<file path="src/rtl/adsr_envelope_gen.sv">
// Per-voice exponential ADSR envelope; `define ADSR_LINEAR_ATTACK_EN selects a constant-step attack.
// Latency: acc/env_out update on the clock that samples sample_tick; env_valid is high the cycle after.
// Backpressure: none; a gate edge coinciding with sample_tick takes priority and that tick is dropped.
module adsr_envelope_gen #(
    parameter int C_ACC_WIDTH = 24,
    parameter int C_ENV_WIDTH = 16
) (
    input  logic                   s_axi_aclk,
    input  logic                   s_axi_areset,
    input  logic                   sample_tick,
    input  logic                   note_on,
    input  logic [4:0]             attack_tau,
    input  logic [4:0]             decay_tau,
    input  logic [4:0]             release_tau,
    input  logic [7:0]             sustain_lvl,
    output logic [C_ENV_WIDTH-1:0] env_out,
    output logic                   env_valid,
    output logic                   env_active,
    output logic [2:0]             env_state
);

    localparam int AW = C_ACC_WIDTH;
    localparam logic [AW-1:0] ACC_MAX = {AW{1'b1}};
    localparam logic [AW-1:0] ACC_ONE = {{(AW-1){1'b0}}, 1'b1};
    localparam logic [AW-1:0] ACC_ZERO = '0;

    typedef enum logic [2:0] {
        ST_IDLE    = 3'd0,
        ST_ATTACK  = 3'd1,
        ST_DECAY   = 3'd2,
        ST_SUSTAIN = 3'd3,
        ST_RELEASE = 3'd4
    } state_t;

    state_t        state;
    state_t        nxt_state;
    logic          gate_q;
    logic          gate_rise;
    logic          gate_fall;
    logic          state_illegal;
    logic [AW-1:0] acc;
    logic [AW-1:0] nxt_acc;
    logic [AW-1:0] sus_acc;

    logic [AW-1:0] atk_d, atk_step, atk_room, atk_next;
    logic [AW-1:0] dec_gap, dec_d, dec_step, dec_next;
    logic [AW-1:0] rel_d, rel_step, rel_next;

    assign sus_acc       = {sustain_lvl, {(AW-8){1'b0}}};
    assign gate_rise     = note_on & ~gate_q;
    assign gate_fall     = ~note_on & gate_q;
    assign state_illegal = (state > ST_RELEASE);
    assign env_state     = state;

    // Every step is floored at 1 so small time constants and tiny residues still converge.
    always_comb begin
`ifdef ADSR_LINEAR_ATTACK_EN
        atk_d    = {1'b1, {(AW-1){1'b0}}} >> attack_tau;
`else
        atk_d    = (ACC_MAX - acc) >> attack_tau;
`endif
        atk_step = (atk_d == ACC_ZERO) ? ACC_ONE : atk_d;
        atk_room = ACC_MAX - acc;
        atk_next = (atk_step >= atk_room) ? ACC_MAX : acc + atk_step;

        // A zero gap (acc already at or below sustain) snaps straight onto the sustain level.
        dec_gap  = (acc > sus_acc) ? acc - sus_acc : ACC_ZERO;
        dec_d    = dec_gap >> decay_tau;
        dec_step = (dec_d == ACC_ZERO) ? ACC_ONE : dec_d;
        dec_next = (dec_gap <= dec_step) ? sus_acc : acc - dec_step;

        rel_d    = acc >> release_tau;
        rel_step = (rel_d == ACC_ZERO) ? ACC_ONE : rel_d;
        rel_next = (acc <= rel_step) ? ACC_ZERO : acc - rel_step;
    end

    always_comb begin
        nxt_state = ST_IDLE;
        nxt_acc   = ACC_ZERO;
        case (state)
            ST_IDLE: begin
                nxt_state = ST_IDLE;
                nxt_acc   = ACC_ZERO;
            end
            ST_ATTACK: begin
                nxt_acc   = atk_next;
                nxt_state = (atk_next == ACC_MAX) ? ST_DECAY : ST_ATTACK;
            end
            ST_DECAY: begin
                nxt_acc   = dec_next;
                nxt_state = (dec_next == sus_acc) ? ST_SUSTAIN : ST_DECAY;
            end
            ST_SUSTAIN: begin
                nxt_acc   = sus_acc;
                nxt_state = ST_SUSTAIN;
            end
            ST_RELEASE: begin
                nxt_acc   = rel_next;
                nxt_state = (rel_next == ACC_ZERO) ? ST_IDLE : ST_RELEASE;
            end
            default: begin
                nxt_state = ST_IDLE;
                nxt_acc   = ACC_ZERO;
            end
        endcase
    end

    always_ff @(posedge s_axi_aclk) begin
        if (s_axi_areset) begin
            state      <= ST_IDLE;
            acc        <= ACC_ZERO;
            gate_q     <= 1'b0;
            env_out    <= '0;
            env_valid  <= 1'b0;
            env_active <= 1'b0;
        end else begin
            gate_q    <= note_on;
            env_valid <= 1'b0;
            if (state_illegal) begin
                state      <= ST_IDLE;
                acc        <= ACC_ZERO;
                env_out    <= '0;
                env_active <= 1'b0;
            end else if (gate_rise) begin
                // Retrigger keeps the current level so the attack ramps from wherever we are.
                state      <= ST_ATTACK;
                env_active <= 1'b1;
            end else if (gate_fall && (state == ST_ATTACK || state == ST_DECAY ||
                                       state == ST_SUSTAIN)) begin
                state      <= ST_RELEASE;
                env_active <= 1'b1;
            end else if (sample_tick) begin
                state      <= nxt_state;
                acc        <= nxt_acc;
                env_out    <= nxt_acc[AW-1 -: C_ENV_WIDTH];
                env_valid  <= 1'b1;
                env_active <= (nxt_state != ST_IDLE);
            end
        end
    end

endmodule
</file>
<file path="config.mk">
export PLATFORM = sky130hd
export DESIGN_NAME = adsr_envelope_gen
export DESIGN_NICKNAME = d
export VERILOG_FILES = /design/src/rtl/adsr_envelope_gen.sv
export SDC_FILE = /design/constraint.sdc
export NUM_CORES = 1
export LEC_CHECK = 0
export ABC_AREA = 1
export CAP_MARGIN = 40
export CORE_ASPECT_RATIO = 1.75
export CORE_MARGIN = 3
export CORE_UTILIZATION = 35
export CTS_BUF_LIST = sky130_fd_sc_hd__clkbuf_8
export CTS_CLUSTER_SIZE = 14
export DETAILED_ROUTE_END_ITERATION = 7
export PLACE_DENSITY_LB_ADDON = 0.3
export SLEW_MARGIN = 20
export SYNTH_ARGS = -nofsm -noshare
export SYNTH_HDL_FRONTEND = slang
export SYNTH_SLANG_ARGS = --single-unit
</file>
<file path="constraint.sdc">
create_clock -name s_axi_aclk -period 15.7 [get_ports s_axi_aclk]
set_input_delay 3.14 -clock s_axi_aclk [delete_from_list [all_inputs] [get_ports s_axi_aclk]]
set_output_delay 3.14 -clock s_axi_aclk [all_outputs]
set_load 0.005 [all_outputs]
</file>
-- Word-level counts from Yosys, hierarchy flattened
Index checks and enable logic that the tools add are counted.
- word-level logic and storage cells: 66
- output and inout bits: 21
- register bits: 46
- input port bits: 27
- $lt $le $gt $ge: 5
- shifts and indexed selects: 3
- $add $sub $neg: 5
- bitwise logic cells: 6
- equality and inequality tests: 6
- reductions and logical operators: 14
- mux-type cells: 19
- operator list (kind ; number):
    $mux W24 ; 7
    $logic_not A24 Y1 ; 4
    $pmux W24 S4 ; 1
    $shr A24 B5 Y24 ; 3
    $sub A24 B24 Y24 ; 3
    $le A24 B24 Y1 ; 2
    $add A24 B24 Y24 ; 1
    $eq A24 B24 Y1 ; 1
    $eq A24 B24 Y1 const B ; 1
    $ge A24 B24 Y1 ; 1
    $gt A24 B24 Y1 ; 1
    $sub A24 B24 Y24 const A ; 1
    $pmux W3 S4 ; 1
    $mux W3 ; 3
    $eq A3 B2 Y1 const B ; 2
    $mux W1 ; 6
    $reduce_bool A3 Y1 ; 2
    $not A1 Y1 ; 4
    $reduce_or A4 Y1 ; 1
    $eq A3 B1 Y1 const B ; 1
    $eq A3 B3 Y1 const B ; 1
    $gt A3 B3 Y1 const B ; 1
    $reduce_and A3 Y1 ; 1
    $reduce_or A3 Y1 ; 1
    other kinds (6) ; 8

-- Logic depth before layout (Yosys ltp)
Gate-level depths: netlist of run 1.
- word-level depth: 14
- mapped depth: 47
- depth with buffers taken out: 47

-- Least setup slack after synthesis of run 1
OpenSTA, ideal clock, no wires.
- path type: input-to-reg
- start: in release_tau[0]
- end: reg env_active
- arrival: 8262 ps
- cell stages on the path: 35
- setup time: 109 ps
- buffers on the path: 3
- required time: 15591 ps
- slack: 7330 ps
- cells stage by stage: clkbuf_1 clkbuf_1 o21ai_0 nand2_1 o21ai_0 o21ai_0 nor2_1 o21ai_0 nand4_1 or4_1 o31ai_1 ha_1 inv_1 fa_1 nand2_1 inv_1 a21oi_1 o21ai_1 a21oi_1 o21bai_1 a31oi_1 o21ai_0 a21boi_1 o21ai_0 nand2_2 buf_2 nor2_1 a21oi_1 nand3_1 nor2_1 nand2_1 nand2_1 nand4_1 nand2_1 inv_1
- longest elaborated chain between the ends: 12
- elaborated cells on any way between the ends: 13
- classes of those cells: add/sub: 1; order compare: 1; shift: 1; mux: 7; reduce/logical: 3
- RTL lines (what ; RTL line ; source):
    from (decl) ; 14 ; input logic [4:0] release_tau,
    $shr A24 B5 Y24 * ; 72 ; rel_d = acc >> release_tau;
    $logic_not A24 Y1 ; 73 ; rel_step = (rel_d == ACC_ZERO) ? ACC_ONE : rel_d;
    $mux W24 * ; 73 ;
    $sub A24 B24 Y24 / $le A24 B24 Y1 (equally long branches) ; 74 ; rel_next = (acc <= rel_step) ? ACC_ZERO : acc - rel_step;
    $mux W24 * ; 74 ;
    $logic_not A24 Y1 * ; 99 ; nxt_state = (rel_next == ACC_ZERO) ? ST_IDLE : ST_RELEASE;
    $mux W3 * ; 99 ;
    $pmux W3 S4 * ; 80 ; case (state)
    $reduce_bool A3 Y1 * ; 137 ; env_active <= (nxt_state != ST_IDLE);
    $mux W1 * ; 132 ; end else if (sample_tick) begin
    $mux W1 * ; 128 ; end else if (gate_fall && (state == ST_ATTACK || state == ST_DECAY ||
    $mux W1 * ; 124 ; end else if (gate_rise) begin
    to (signal assigned) ; 137 ;
    to (decl) ; 18 ; output logic env_active,
Mark *: on every way between the ends. The rest lies on a longest branch, timed or not. The select of a mux whose other input is x is not followed.
A chain may end at the register's enable or synchronous reset.

-- Worst setup path after layout of run 1
- start: in sustain_lvl[7]
- end: reg state[0], in the netlist env_state[0]
- longest elaborated chain between the ends: 13
- elaborated cells on any way between the ends: 15
- classes of those cells: add/sub: 2; order compare: 2; eq/ne: 1; shift: 1; mux: 8; reduce/logical: 1
- RTL lines (what ; RTL line ; source):
    from (decl) ; 15 ; input logic [7:0] sustain_lvl,
    $sub A24 B24 Y24 / $gt A24 B24 Y1 (equally long branches) ; 67 ; dec_gap = (acc > sus_acc) ? acc - sus_acc : ACC_ZERO;
    $mux W24 ; 67 ;
    $shr A24 B5 Y24 ; 68 ; dec_d = dec_gap >> decay_tau;
    $logic_not A24 Y1 ; 69 ; dec_step = (dec_d == ACC_ZERO) ? ACC_ONE : dec_d;
    $mux W24 ; 69 ;
    $sub A24 B24 Y24 / $le A24 B24 Y1 (equally long branches) ; 70 ; dec_next = (dec_gap <= dec_step) ? sus_acc : acc - dec_step;
    $mux W24 ; 70 ;
    $eq A24 B24 Y1 * ; 91 ; nxt_state = (dec_next == sus_acc) ? ST_SUSTAIN : ST_DECAY;
    $mux W1 * ; 91 ;
    $pmux W3 S4 * ; 80 ;
    $mux W3 * ; 132 ;
    $mux W3 * ; 128 ;
    $mux W1 * ; 124 ;
    to (signal assigned) ; 133 ; state <= nxt_state;
    to (decl) ; 35 ; state_t state;
Marks and branches as above.

==> results.json, run 1 <==
{
  "wl_per_cell_um": 20.2,
  "critical_path_buf_inv_count": 8,
  "dp_hpwl_mm": 36.7,
  "critPathRequiredTime_ns": 15.93,
  "die_y_um": 232,
  "relSlewSlack": 0.426,
  "synth_top_area_frac": 0.171,
  "ys_seq_area_frac": 0.0585,
  "grt_pass1_vias": 11900,
  "cts_hold_buf": 0,
  "rsz0062_at_grt": "no",
  "avgViaCountPerCell": 5.72,
  "regArea_sq_um": 601,
  "clk-insertion-delay-late_ns": 0.30,
  "multi_input_area_sq_um": 8390,
  "rows": 82,
  "grt_pass1_wl_mm": 66.3,
  "die-area_sq_um": 31500,
  "max_freq_mhz": 95.1,
  "hold_class": "flip-flop to flip-flop",
  "cts.sinks": 30,
  "fin_nets": 1957,
  "cts_root_buf": "clkbuf_8",
  "cts_resized": 0,
  "pre_cts_ws_ns": 5.07,
  "timing.max_cap.violations": 0,
  "finalHoldViolCount": 0,
  "post-place-cells": 2192,
  "end_kind": "flip-flop",
  "setup_viol": 0,
  "dieWidth_um": 135,
  "grt_start_max_net_pins": 48,
  "status": "finished clean",
  "yosysMostFrequentCell": "nand2_1",
  "synth_ff_type": "dfxtp_1",
  "area_growth_pct": 7.34,
  "core_area_sq_um": 28700,
  "yosys_warnings": 0,
  "post_synth.cell_area_avg_sq_um": 5.54,
  "grt_overflow": 0,
  "critPathMaxStageDelay_ns": 0.64,
  "tritoncts": "built",
  "ioPinCount": 48,
  "async_flop_share": 0,
  "ys_top_cells_by_area": "nand2_1 17%, ha_1 12%, o21ai_0 11%",
  "track_usage": 0.273,
  "stdcell_count": 2203,
  "antenna_left": 0,
  "power.leakage_uw": 0.00518,
  "yosysUniqueCellTypes": 56,
  "cp_slowest_cell": "o21ai_0",
  "drc": 0,
  "netlist_instances": 1851,
  "path_class": "input pin to flip-flop",
  "synth.net_count": 1983,
  "layout-drive-gt1-share": 0.0400,
  "crit_fanout": 24,
  "powerDensity_nw_per_um2": 46.9,
  "cts_buffer_depth": 2,
  "yosys.area.top_type": "nand2_1",
  "crit_top_cell": "nand2_1",
  "crit_arrival_ns": 10.74,
  "path_clk_slew_ns": 0.07,
  "synth_seq_cells": 30,
  "path_delay_family": "simple AND/OR/NAND/NOR gates",
  "cts_buffers": 5,
  "htreeDepth": 2,
  "antenna_cells": 0,
  "fin_worst_skew_ns": 0.0129,
  "worst_slew_pin_slew_ns": 0.857,
  "antenna_found_initial": 0,
  "startpoint_type": "input pin",
  "finalCritPeriodShare": 0.670,
  "worst_slack_ns": 5.19,
  "drv_slew": 0,
  "postRouteWirelength_mm": 44.5,
  "finalSetupTns_ns": 0,
  "ir_worst_vdd_mv": 0.0408,
  "fillers": 3295,
  "min_period_ns": 10.51,
  "drtPass1Iterations": 7,
  "synth_edf_count": 0,
  "drt_iter0_drc": 1053,
  "start_util": 0.357,
  "synthTopCellsByCount": "467 x nand2_1, 218 x o21ai_0, 194 x inv_1",
  "gp_congestion": 1.13,
  "port_buffers": 47,
  "syn_area_sq_um": 10300,
  "cts_setup_buffers": 0,
  "vias": 12600
}
[layout by cell type (no fill, tap or decap), drive strengths merged, types with 5 or more instances in the layout]
cell and n:
a21oi 161, nor4 9, xor2 29, ha 101
inv 199, o31ai 5, nand4 55, buf 20
clkdlybuf4s50 47, o21ai 221, nand2 476, or2 13
o21a 5, a22oi 6, a211oi 6, nor3 22
a31oi 13, o211ai 32, dfxtp 30, xnor2 16
clkbuf 7, o311ai 9, a21o 5, nand3 103
o2111ai 5, mux2i 28, nor2 170
[where the power goes]
part	internal (uW)	switching (uW)	total, uW
Sequential	79.0	6.89	85.9
Clock	50.8	32.8	83.6
Combinational	111	236	347
[worst paths after layout]
check	startpoint	end	slack, ns	cells after the start
setup / recovery	sustain_lvl[7]	env_state[0]	5.19	44
hold / removal	env_active	env_active	0.61	4
setup reg to reg	env_out[10]	env_state[0]	7.90	40
hold reg to reg	env_active	env_active	0.61	4
[worst reg2reg max path, delay by kind of cell, from the launching register on]
family / cells / cell delay [ns]
XOR/XNOR: 1 / 0.24
AND/OR/NAND/NOR: 21 / 2.69
AO/OA/AOI/OAI: 10 / 2.43
flip-flops: 1 / 0.88
buffers and inverters: 5 / 0.49
adder cells (fa/ha/maj): 3 / 1.00
[logic make-up (layout without fill, tap and decap cells)]
kind of cell,Yosys count,count (layout),synth area share
AO/OA/AOI/OAI,488,488,0.267
multiplexers,28,28,0.0273
buffers and inverters,304,278,0.124
XOR/XNOR,45,45,0.0384
AND/OR/NAND/NOR,851,851,0.354
adder cells (fa/ha/maj),105,105,0.131
flip-flops,30,30,0.0585
[metal layers]
| metal | part of all wire | track usage | vias up |
|---|---|---|---|
| met1 | 0.34 | 0.278 | 5686 |
| met3 | 0.052 | 0.0167 | 213 |
| met2 | 0.49 | 0.482 | 478 |
| met5 | 0 | 0 | - |
| met4 | 0.12 | 0.266 | 0 |
| li1 | - | - | 6226 |
[metrics by stage]
| stage | area, sq um | total power, uW | util | hold slack, ns |
|---|---|---|---|---|
| floorplan | 10300 | 329 | - | 0.501 |
| global route | 11000 | 553 | 0.383 | 0.678 |
| finish | 11000 | 516 | 0.383 | 0.606 |
| detailed placement | 10800 | 426 | 0.378 | 0.598 |
| CTS | 11000 | 509 | 0.382 | 0.617 |
| global placement | 10800 | 424 | 0.376 | 0.613 |
[flip-flops by register name, indices dropped and copies added (netlist names)]
name	count
acc	8
env_active	1
env_out	16
env_state	3
env_valid	1
gate_q	1
[area by class of cell]
| cell class | count | area share |
|---|---|---|
| Multi-Input combinational cell | 1517 | 0.762 |
| Inverter | 203 | 0.0692 |
| Timing Repair Buffer | 68 | 0.0609 |
| Sequential cell | 30 | 0.0545 |
| Tap cell | 378 | 0.0429 |
| Clock buffer | 6 | 0.00750 |
| Clock inverter | 1 | 0.00273 |
(Power assumes the default switching activity.)
==> run 2: changes to the inputs <==
==> constraint.sdc (replaced) <==
create_clock -name s_axi_aclk -period 8.7 [get_ports s_axi_aclk]
set_input_delay 1.74 -clock s_axi_aclk [delete_from_list [all_inputs] [get_ports s_axi_aclk]]
set_output_delay 1.74 -clock s_axi_aclk [all_outputs]
set_load 0.005 [all_outputs]
==> run 2 against run 1 <==
Clock skew is 0.0077 ns lower. Final cell count is 1.5% higher. Setup slack worse by 4.6 ns. First-iteration DRC count is 13% higher. Worst hold slack worse by 0.0067 ns. Wire length is 0.20% higher. Critical path depth is 2 lower. Highest routed layer unchanged. Count of clock-buffer cells in the layout is 2 higher. Via count is 2.5% higher.
==> results.json, run 2 (synthesis results as in run 1) <==
{
  "grt.met1_usage": 0.278,
  "ir_worst_vdd_mv": 0.0390,
  "min_from": "env_active",
  "most-common-layout-cells": "467 x nand2_1, 215 x o21ai_0, 194 x inv_1, 165 x nor2_1, 156 x a21oi_1",
  "cts_buffer_depth": 2,
  "cts_root_buf": "clkbuf_8",
  "layout-drive-gt1-share": 0.0597,
  "whs_path_depth": 4,
  "min_period_ns": 8.07,
  "pre_cts_ws_ns": 0.0550,
  "post-route-util": 0.392,
  "r2r_slack_ns": 1.83,
  "p_int_uw": 441,
  "drt_iter0_drc": 1189,
  "startpoint_type": "input pin",
  "reg2reg_to": "env_state[0]",
  "drtPass1Iterations": 6,
  "timing.max_cap.violations": 0,
  "track_usage": 0.274,
  "end_kind": "flip-flop",
  "htreeDepth": 2,
  "antenna_left": 0,
  "cts_buffers": 5,
  "busiest_layer": "met2",
  "drc": 0,
  "crit_top_cell": "nand2_1",
  "path_clk_slew_ns": 0.07,
  "vias": 12900,
  "grt_pass1_vias": 12300,
  "fin_nets": 1990,
  "fillers": 3269,
  "stdcell_count": 2237,
  "use_met3": 0.0221,
  "hold_end": "env_active",
  "antenna_cells": 0,
  "max_freq_mhz": 124,
  "clk-insertion-delay-late_ns": 0.29,
  "dieWidth_um": 135,
  "hold_class": "flip-flop to flip-flop",
  "worst_slack_ns": 0.631,
  "critPathRequiredTime_ns": 8.93,
  "avgViaCountPerCell": 5.77,
  "area_growth_pct": 9.89,
  "die_y_um": 232,
  "postRouteWirelength_mm": 44.6,
  "rr_startpoint": "env_out[10]",
  "finalSetupTns_ns": 0,
  "grt_start_max_net_pins": 45,
  "wl_per_cell_um": 19.9,
  "critPathMaxStageDelay_ns": 0.56,
  "sw_frac_of_total": 0.535,
  "worst_slew_pin_slew_ns": 0.901,
  "powerDensity_nw_per_um2": 84.3,
  "grt_pass1_wl_mm": 67.2,
  "crit_fanout": 12,
  "largest_register_ffs": 16,
  "rows": 82,
  "p_sw_uw": 508,
  "drv_slew": 0,
  "gp_congestion": 1.07,
  "tritoncts": "built",
  "p_clk_frac": 0.147,
  "port_buffers": 47,
  "setup_viol": 0,
  "post-place-cells": 2225,
  "relSlewSlack": 0.395,
  "power.leakage_uw": 0.00533,
  "ioPinCount": 48,
  "cts.sinks": 30,
  "top_register": "env_out",
  "p_seq_frac": 0.163,
  "fin_worst_skew_ns": 0.00525,
  "die-area_sq_um": 31500,
  "start_util": 0.357,
  "antenna_found_initial": 0,
  "cp_slowest_cell": "clkdlybuf4s50_1",
  "path_class": "input pin to flip-flop",
  "crit_arrival_ns": 8.30,
  "core_area_sq_um": 28700,
  "dp_hpwl_mm": 36.2,
  "layout_commonest_cell": "nand2_1",
  "rr_worst_depth": 41,
  "rsz0062_at_grt": "no",
  "gr-usage-met2": 0.485,
  "grt_overflow": 0,
  "status": "finished clean",
  "p_comb_frac": 0.690,
  "finalCritPeriodShare": 0.927,
  "finalHoldViolCount": 0
}
-- run 2: per-stage QoR --
| stage | total power [uW] | hold slack, ns | instance area [sq um] |
|---|---|---|---|
| after CTS | 929 | 0.617 | 11200 |
| after global placement | 788 | 0.602 | 11100 |
| after detailed placement | 790 | 0.596 | 11100 |
| after global routing | 1020 | 0.654 | 11300 |
| final | 950 | 0.599 | 11300 |
| after floorplan | 594 | 0.501 | 10300 |
-- run 2: timing repair --
action / in CTS / in global routing
setup endpoints to repair: 0 / 2
setup buffers: 0 / 1
resized for setup: 0 / 9
hold endpoints to repair: 0 / 0
hold buffers: 0 / 0
-- run 2: how the worst max path moves through the flow --
| stage | start | end | depth (start not counted) |
|---|---|---|---|
| after global routing | sustain_lvl[5] | env_state[0] | 46 |
| after floorplan | release_tau[0] | env_active | 35 |
| after global placement | sustain_lvl[5] | env_state[0] | 41 |
| final | sustain_lvl[2] | env_state[0] | 42 |
| after detailed placement | sustain_lvl[5] | env_state[0] | 41 |
| after CTS | sustain_lvl[5] | env_state[0] | 41 |
-- run 2: metal layers --
layer	part of all wire	vias up
li1	-	6300
met1	0.34	5850
met2	0.48	563
met3	0.061	199
met4	0.12	0
met5	0	-
-- run 2: power groups by stage --
| stage | Combinational (uW) | Clock [uW] | Sequential (uW) |
|---|---|---|---|
| 4_1_cts | 635 | 139 | 155 |
| 6_report | 655 | 139 | 155 |
| 2_1_floorplan | 441 | 0 | 153 |
| 5_1_grt | 719 | 144 | 156 |
| 3_3_place_gp | 630 | 0 | 158 |
| 3_5_place_dp | 633 | 0 | 158 |
-- run 2: final cells by class --
cell class	instances	area, sq um	area share
multi-input cells	1518	8440	0.749
repair buffers	100	886	0.0786
inverters	203	762	0.0676
flip-flops and latches	30	601	0.0533
well taps	378	473	0.0420
clock buffers	8	110	0.00977
-- run 2: critical path: cells and delay by family --
family	cells	cell delay [ns]
simple gates	24	2.59
compound gates	8	1.58
buf+inv	6	1.08
fa+ha+maj	3	1.05
xor+xnor	1	0.22
==> run 3: changes to the inputs <==
--- a/config.mk
+++ b/config.mk
@@ -13,6 +13,7 @@
 export CTS_BUF_LIST = sky130_fd_sc_hd__clkbuf_8
 export CTS_CLUSTER_SIZE = 14
 export DETAILED_ROUTE_END_ITERATION = 7
+export GPL_ROUTABILITY_DRIVEN = 0
 export PLACE_DENSITY_LB_ADDON = 0.3
 export SLEW_MARGIN = 20
 export SYNTH_ARGS = -nofsm -noshare
==> run 3 against run 2 <==
Cell area about the same. Global-route usage decreased by 0.29 points. Non-clock buffer count decreased by 3. Critical path depth unchanged. Clock skew about the same. Utilization about the same. Via count about the same. Count of clock-buffer cells in the layout decreased by 2. Combinational power decreased by 1%. Critical path type unchanged.
==> results.json, run 3 (synthesis results as in run 1) <==
{
  "status": "finished clean",
  "antenna_found_initial": 0,
  "drv_slew": 0,
  "critical_path_buf_inv_count": 5,
  "fin_worst_skew_ns": 0.00500,
  "postRouteWirelength_mm": 44.2,
  "hold_end": "env_out[10]",
  "antenna_left": 0,
  "layout-drive-gt1-share": 0.0614,
  "layout_commonest_cell": "nand2_1",
  "antenna_cells": 0,
  "most-common-layout-cells": "466 x nand2_1, 213 x o21ai_0, 195 x inv_1, 164 x nor2_1, 156 x a21oi_1",
  "ioPinCount": 48,
  "finalHoldViolCount": 0,
  "start_util": 0.357,
  "r2r_slack_ns": 1.85,
  "critPathMaxStageDelay_ns": 0.58,
  "finalCritPeriodShare": 0.940,
  "wl_per_cell_um": 19.8,
  "htreeDepth": 2,
  "whs_path_depth": 2,
  "die_y_um": 232,
  "grt_pass1_wl_mm": 66.3,
  "worst_slew_pin_slew_ns": 0.865,
  "path_clk_slew_ns": 0.07,
  "cts_buffer_depth": 2,
  "ir_worst_vdd_mv": 0.0584,
  "rsz0062_at_grt": "no",
  "reg2reg_to": "env_state[0]",
  "path_class": "input pin to flip-flop",
  "fillers": 3270,
  "grt_pass1_vias": 12200,
  "crit_top_cell": "nand2_1",
  "grt_start_max_net_pins": 45,
  "startpoint_type": "input pin",
  "setup_viol": 0,
  "stdcell_count": 2234,
  "tritoncts": "built",
  "post-place-cells": 2218,
  "rr_startpoint": "env_out[13]",
  "cts_buffers": 5,
  "cts_hold_buf": 0,
  "power.leakage_uw": 0.00532,
  "crit_arrival_ns": 8.42,
  "vias": 12900,
  "cp_num_cells": 42,
  "grt_overflow": 0,
  "drc": 0,
  "dp_hpwl_mm": 35.5,
  "cts_root_buf": "clkbuf_8",
  "clk-insertion-delay-late_ns": 0.30,
  "finalSetupTns_ns": 0,
  "port_buffers": 47,
  "dieWidth_um": 135,
  "hold_class": "flip-flop to flip-flop",
  "relSlewSlack": 0.420,
  "die-area_sq_um": 31500,
  "cp_slowest_cell": "clkdlybuf4s50_1",
  "crit_fanout": 12,
  "path_delay_family": "simple AND/OR/NAND/NOR gates",
  "min_from": "env_out[10]",
  "rows": 82,
  "avgViaCountPerCell": 5.78,
  "end_kind": "flip-flop",
  "core_area_sq_um": 28700,
  "drtPass1Iterations": 6,
  "track_usage": 0.271,
  "largest_register_ffs": 16,
  "top_register": "env_out",
  "min_period_ns": 8.18,
  "cts.sinks": 30,
  "area_growth_pct": 9.93,
  "max_freq_mhz": 122,
  "fin_nets": 1987,
  "critPathRequiredTime_ns": 8.94,
  "timing.max_cap.violations": 0,
  "final_cell_area_sq_um": 11300,
  "rr_worst_depth": 41,
  "dpl_cell_area_sq_um": 11000,
  "drt_iter0_drc": 1134,
  "powerDensity_nw_per_um2": 82.3
}
## run 3: cell count changes in the layout (fill, tap and decap cells not counted), sizes merged
cell,delta
inv,+1
clkinv,+1
buf,-3
clkbuf,-2
## run 3: tightest hold or removal path: cells and delay by family, from the launching register on
family | cells | cell delay [ns]
and+or+nand+nor | 1 | 0.07
DFF | 1 | 0.33
AOI/OAI and AO/OA | 1 | 0.06
## run 3: metrics by stage
stage	hold WS [ns]	setup WS (ns)	util	power, uW
floorplan	0.501	1.73	-	594
global placement	0.479	-0.0861	0.384	771
detailed placement	0.487	-0.156	0.384	774
CTS	0.498	0.140	0.387	899
global route	0.528	0.0141	0.393	993
finish	0.500	0.520	0.393	928
## run 3: area by class of cell
| cell class | count | area [sq um] | area share |
|---|---|---|---|
| Clock buffer | 6 | 82.6 | 0.00732 |
| Clock inverter | 2 | 8.76 | 0.000777 |
| Inverter | 203 | 762 | 0.0676 |
| Multi-Input combinational cell | 1518 | 8480 | 0.752 |
| Sequential cell | 30 | 601 | 0.0533 |
| Tap cell | 378 | 473 | 0.0419 |
| Timing Repair Buffer | 97 | 866 | 0.0768 |
## run 3: metal layers
| metal | wire length [um] | up-vias | part of all wire | GRT usage |
|---|---|---|---|---|
| li1 | - | 6296 | - | - |
| met1 | 14800 | 5848 | 0.33 | 0.263 |
| met2 | 21300 | 552 | 0.48 | 0.480 |
| met3 | 2620 | 214 | 0.059 | 0.0290 |
| met4 | 5430 | 0 | 0.12 | 0.273 |
| met5 | 0 | - | 0 | 0 |
## run 3: how the worst max path moves through the flow
stage                         from            to
global placement    sustain_lvl[3]  env_state[0]
floorplan           release_tau[0]    env_active
detailed placement  sustain_lvl[3]  env_state[0]
finish              sustain_lvl[2]  env_state[0]
global route        sustain_lvl[7]  env_state[0]
CTS                 sustain_lvl[3]  env_state[0]
## run 3: timing repair
action,4_1_cts,5_1_grt
setup buffers,0,6
gates resized for setup,0,20
endpoints found under the setup margin,0,3
## run 3: power by group
part | total [uW] | leakage (uW) | switching [uW] | internal [uW]
Sequential | 155 | 0.000243 | 12.1 | 143
Combinational | 646 | 0.00502 | 434 | 213
Clock | 127 | 0.0000524 | 64.3 | 62.8
